==> src/rtl/peripheral_operand_sequencer.sv <==
// Operand entry sequencer for the ALU peripheral: collects two operands and an
// opcode byte-by-byte from switches, launches the ALU and holds its result.
`timescale 1ns/1ps
module peripheral_operand_sequencer #(
  parameter int BYTES_PER_OPERAND = 4,
  parameter int TIMEOUT_CYCLES    = 255
) (
  input  logic                           clk,
  input  logic                           reset,
  input  logic                           enter,
  input  logic [7:0]                     inputdata,
  input  logic                           alu_done,
  input  logic [31:0]                    alu_result,
  output logic [8*BYTES_PER_OPERAND-1:0] dataA,
  output logic [8*BYTES_PER_OPERAND-1:0] dataB,
  output logic [3:0]                     opcode,
  output logic                           alu_start,
  output logic [31:0]                    result,
  output logic [2:0]                     byte_index,
  output logic [2:0]                     state_o,
  output logic                           error
);

  localparam int CW = $clog2(TIMEOUT_CYCLES + 1);
  localparam logic [2:0] LAST = 3'(BYTES_PER_OPERAND - 1);
  localparam logic [CW-1:0] CNT_LAST = CW'(TIMEOUT_CYCLES - 1);

  typedef enum logic [2:0] {
    LOAD_A  = 3'd0,
    LOAD_B  = 3'd1,
    LOAD_OP = 3'd2,
    START   = 3'd3,
    WAIT    = 3'd4,
    SHOW    = 3'd5
  } state_t;

  state_t        state;
  logic          enter_q;
  logic          armed;
  logic          epulse;
  logic [CW-1:0] cnt;

  // armed blocks a press that is already held when reset releases
  assign epulse  = enter & ~enter_q & armed;
  assign state_o = state;

  always_ff @(posedge clk or posedge reset) begin
    if (reset) begin
      state      <= LOAD_A;
      enter_q    <= 1'b0;
      armed      <= 1'b0;
      cnt        <= '0;
      byte_index <= '0;
      dataA      <= '0;
      dataB      <= '0;
      opcode     <= '0;
      result     <= '0;
      alu_start  <= 1'b0;
      error      <= 1'b0;
    end else begin
      enter_q   <= enter;
      armed     <= armed | ~enter;
      alu_start <= 1'b0;
      unique case (state)
        LOAD_A: begin
          if (epulse) begin
            dataA[{byte_index, 3'b000} +: 8] <= inputdata;
            if (byte_index == LAST) begin
              byte_index <= '0;
              state      <= LOAD_B;
            end else begin
              byte_index <= byte_index + 3'd1;
            end
          end
        end
        LOAD_B: begin
          if (epulse) begin
            dataB[{byte_index, 3'b000} +: 8] <= inputdata;
            if (byte_index == LAST) begin
              byte_index <= '0;
              state      <= LOAD_OP;
            end else begin
              byte_index <= byte_index + 3'd1;
            end
          end
        end
        LOAD_OP: begin
          if (epulse) begin
            opcode    <= inputdata[3:0];
            alu_start <= 1'b1;
            state     <= START;
          end
        end
        START: begin
          cnt   <= '0;
          state <= WAIT;
        end
        WAIT: begin
          // done takes priority over a coincident timeout
          if (alu_done) begin
            result <= alu_result;
            state  <= SHOW;
          end else if (cnt == CNT_LAST) begin
            error  <= 1'b1;
            result <= 32'hFFFF_FFFF;
            state  <= SHOW;
          end else begin
            cnt <= cnt + CW'(1);
          end
        end
        SHOW: begin
          if (epulse) begin
            dataA      <= '0;
            dataB      <= '0;
            opcode     <= '0;
            byte_index <= '0;
            error      <= 1'b0;
            state      <= LOAD_A;
          end
        end
        default: state <= LOAD_A;
      endcase
    end
  end

endmodule
==> config.mk <==
export PLATFORM = sky130hd
export DESIGN_NAME = peripheral_operand_sequencer
export DESIGN_NICKNAME = d
export VERILOG_FILES = /design/src/rtl/peripheral_operand_sequencer.sv
export SDC_FILE = /design/constraint.sdc
export NUM_CORES = 1
export LEC_CHECK = 0
export ABC_AREA = 1
export CORE_MARGIN = 2
export CORE_UTILIZATION = 43
export CTS_CLUSTER_SIZE = 40
export DETAILED_ROUTE_END_ITERATION = 8
export GPL_ROUTABILITY_DRIVEN = 0
export PLACE_DENSITY_LB_ADDON = 0.25
export SYNTH_ARGS = -nofsm -noshare
export SYNTH_HDL_FRONTEND = slang
export SYNTH_SLANG_ARGS = --single-unit
==> constraint.sdc <==
create_clock -name clk -period 12.9 [get_ports clk]
set_input_delay 3.225 -clock clk [delete_from_list [all_inputs] [get_ports clk]]
set_output_delay 3.225 -clock clk [all_outputs]
set_load 0.02 [all_outputs]
==> results.json <==
{
  "die-area_sq_um": 13000,
  "synth_cells": 626,
  "synth_area_sq_um": 5210,
  "synth_top_cell_area_share_pct": 56.7,
  "critPathTopFamily": "simple AND/OR/NAND/NOR gates",
  "ys_seq_area_share_pct": 56.7,
  "power.density_nw_per_um2": 254,
  "crit_chain": "clkdlybuf4s50_1 -> nand3_1 -> nor2_4 -> o21ai_1 -> nand2_1 -> nand2_1",
  "slew_violations": 0,
  "htreeDepth": 4,
  "antenna_found_initial": 0,
  "antenna_cells": 0,
  "r2r-start": "state_o[2]",
  "dpl.hpwl_um": 9680,
  "tns_ns": 0,
  "drv_cap": 0,
  "port_buffers": 151,
  "arrival_ns": 5.20,
  "hp-class": "reg2reg",
  "clk_latency_ns": 0.41,
  "rsz0062_at_grt": "false",
  "worst_hold_path.num_cells": 2,
  "cts_tree": "done",
  "holdPathEnd": "dataA[3]",
  "n_fill_cell": 1026,
  "post_cts_buffers": 0,
  "via_count": 4639,
  "grt_pass1_wl_um": 22600,
  "worstHoldStart": "dataA[3]",
  "ys_ff_latch": 118,
  "cp_common_cell": "nand2_1",
  "drt_pre_antenna_iters": 5,
  "ir_worst_vdd_uv": 98.7,
  "min_period_ns": 4.91,
  "clkSlewWorstSetupHoldPaths_ns": 0.05,
  "post_cts_resized": 0,
  "p_total_mw": 1.87,
  "post-route-period-util_pct": 38.1,
  "drt-initial-drc-count": 307,
  "grt_start_max_net_pins": 89,
  "clock_path_buffers": 2,
  "die_h_um": 114,
  "ys_warn_count": 0,
  "wl_um": 13700,
  "mostFrequentLayoutCell": "nand2_1",
  "yosysTopAreaCell": "dfrtp_1",
  "required_ns": 13.19,
  "fin_nets": 829,
  "synthToLayoutAreaGrowth_pct": 41.1,
  "crit_path_top_delay_cell": "nor2_4",
  "synth_nets": 675,
  "core_area_sq_um": 11900,
  "end_kind": "flop",
  "grt_pass1_vias": 4605,
  "leakage_nw": 3.49,
  "tightest_slew_ns": 1.06,
  "final_layout_size_suffix_gt1_share_pct": 7.73,
  "crit_path_start_kind": "primary input",
  "final_hold_viol_count": 0,
  "reg2reg_to": "dataA[18]",
  "ys_types": 27,
  "final_util_pct": 61.7,
  "critPathBufInv": 1,
  "cpPeakStageDelay_ns": 0.66,
  "crit_type": "in2reg",
  "rows": 40,
  "cp_max_fo": 37,
  "fmax_mhz": 204,
  "hold_buffers": 0,
  "status": "finished, final reports clean",
  "r2r_slack_ns": 10.54,
  "drcViolationCount": 0,
  "cts_made_buffers": 17,
  "synth_area_leaders": "dfrtp_1 (57%), nand2_1 (14%), nor2_1 (9.4%)",
  "die-width_um": 114,
  "grt_overflow": 0,
  "max_slew_margin_pct": 29.1,
  "final_cell_mix": "nand2_1 (192), clkdlybuf4s50_1 (151), nor2_1 (130)",
  "ant_nets": 0,
  "start_util_pct": 43.7,
  "track_usage_pct": 22.1,
  "routed_via_density": 4.96,
  "setup_violations": 0,
  "cts-root-buf": "clkbuf_16",
  "fin_skew_ns": 0.00984,
  "avgSynthCellArea_sq_um": 8.32,
  "wl_per_cell_um": 14.6,
  "cts.sinks": 118,
  "ff2ff_path_depth": 7,
  "ios": 152
}
how the worst max path moves through the flow:
| stage | startpoint | endpoint | slack [ns] | cells after the start |
|---|---|---|---|---|
| after floorplan | reset | alu_start | 6.55 | 1 |
| after global placement | enter | dataB[0] | 7.67 | 6 |
| after detailed placement | enter | dataB[1] | 7.59 | 6 |
| after CTS | enter | dataB[1] | 8.02 | 6 |
| after global routing | enter | dataB[6] | 7.85 | 6 |
| final | enter | dataB[1] | 7.99 | 6 |
area by class of cell:
type | count | area (sq um) | share of cell area, %
well taps | 147 | 184 | 2.50
flip-flops and latches | 118 | 2950 | 40.2
clock buffers | 23 | 478 | 6.50
clock inverters | 5 | 75.1 | 1.02
inverters | 54 | 208 | 2.83
repair buffers | 152 | 1520 | 20.7
multi-input cells | 437 | 1930 | 26.3
worst register-to-register path: cells and delay by family (launching register included):
kind | cells | cell delay [ns]
and+or+nand+nor | 6 | 1.40
buffers and inverters | 1 | 0.30
DFF | 1 | 0.55
report_power, final:
part	switching [mW]	internal (mW)	total [mW]	leakage, nW
combinational	0.459	0.349	0.808	1.77
sequential	0.0988	0.515	0.614	1.44
clock	0.150	0.294	0.444	0.275
flip-flops by register name, summed over array words and instances, names as in the netlist:
signal	count
enter_q	1
dataB	32
state_o	3
error	1
byte_index	3
armed	1
cnt	8
opcode	4
result	32
alu_start	1
dataA	32
logic make-up after synthesis:
group,after synthesis,share of synthesized area (%)
compound gates,49,5.16
fa+ha+maj,5,1.20
buf+inv,71,6.22
flops,118,56.7
simple gates,383,30.8
metal layers:
metal / track usage [%] / vias to the layer above / wire (um)
met5: 0 / - / 0
met4: 6.75 / 0 / 133
met3: 6.62 / 14 / 998
met2: 34.6 / 179 / 6220
met1: 30.0 / 2177 / 6330
li1: - / 2269 / -
stage by stage:
stage	hold WS [ns]	instances	setup slack (ns)	area, sq um
2_1_floorplan	0.449	626	6.55	5210
3_3_place_gp	0.459	908	7.67	6800
3_5_place_dp	0.461	908	7.59	6800
4_1_cts	0.477	936	8.02	7350
5_1_grt	0.494	936	7.85	7350
6_report	0.477	936	7.99	7350
cells in the mapped netlist:
cell type  number
nor2_4          2
nand2_2         1
o21bai_1        1
nand4_1        21
dfrtp_1       118
nand3_2         2
inv_4           1
inv_2           5
o21ai_1        34
or2_2           4
nor2_1        130
buf_8           1
nand3_4         1
buf_4           2
nand3_1        17
ha_1            5
nor2_2         12
o21ai_2         1
nand2_4         1
inv_1          48
nand2_1       192
o211ai_1        1
a21oi_1         4
a21oi_2         4
buf_6           3
buf_2          11
o21ai_0         4
(Power assumes the default switching activity.)
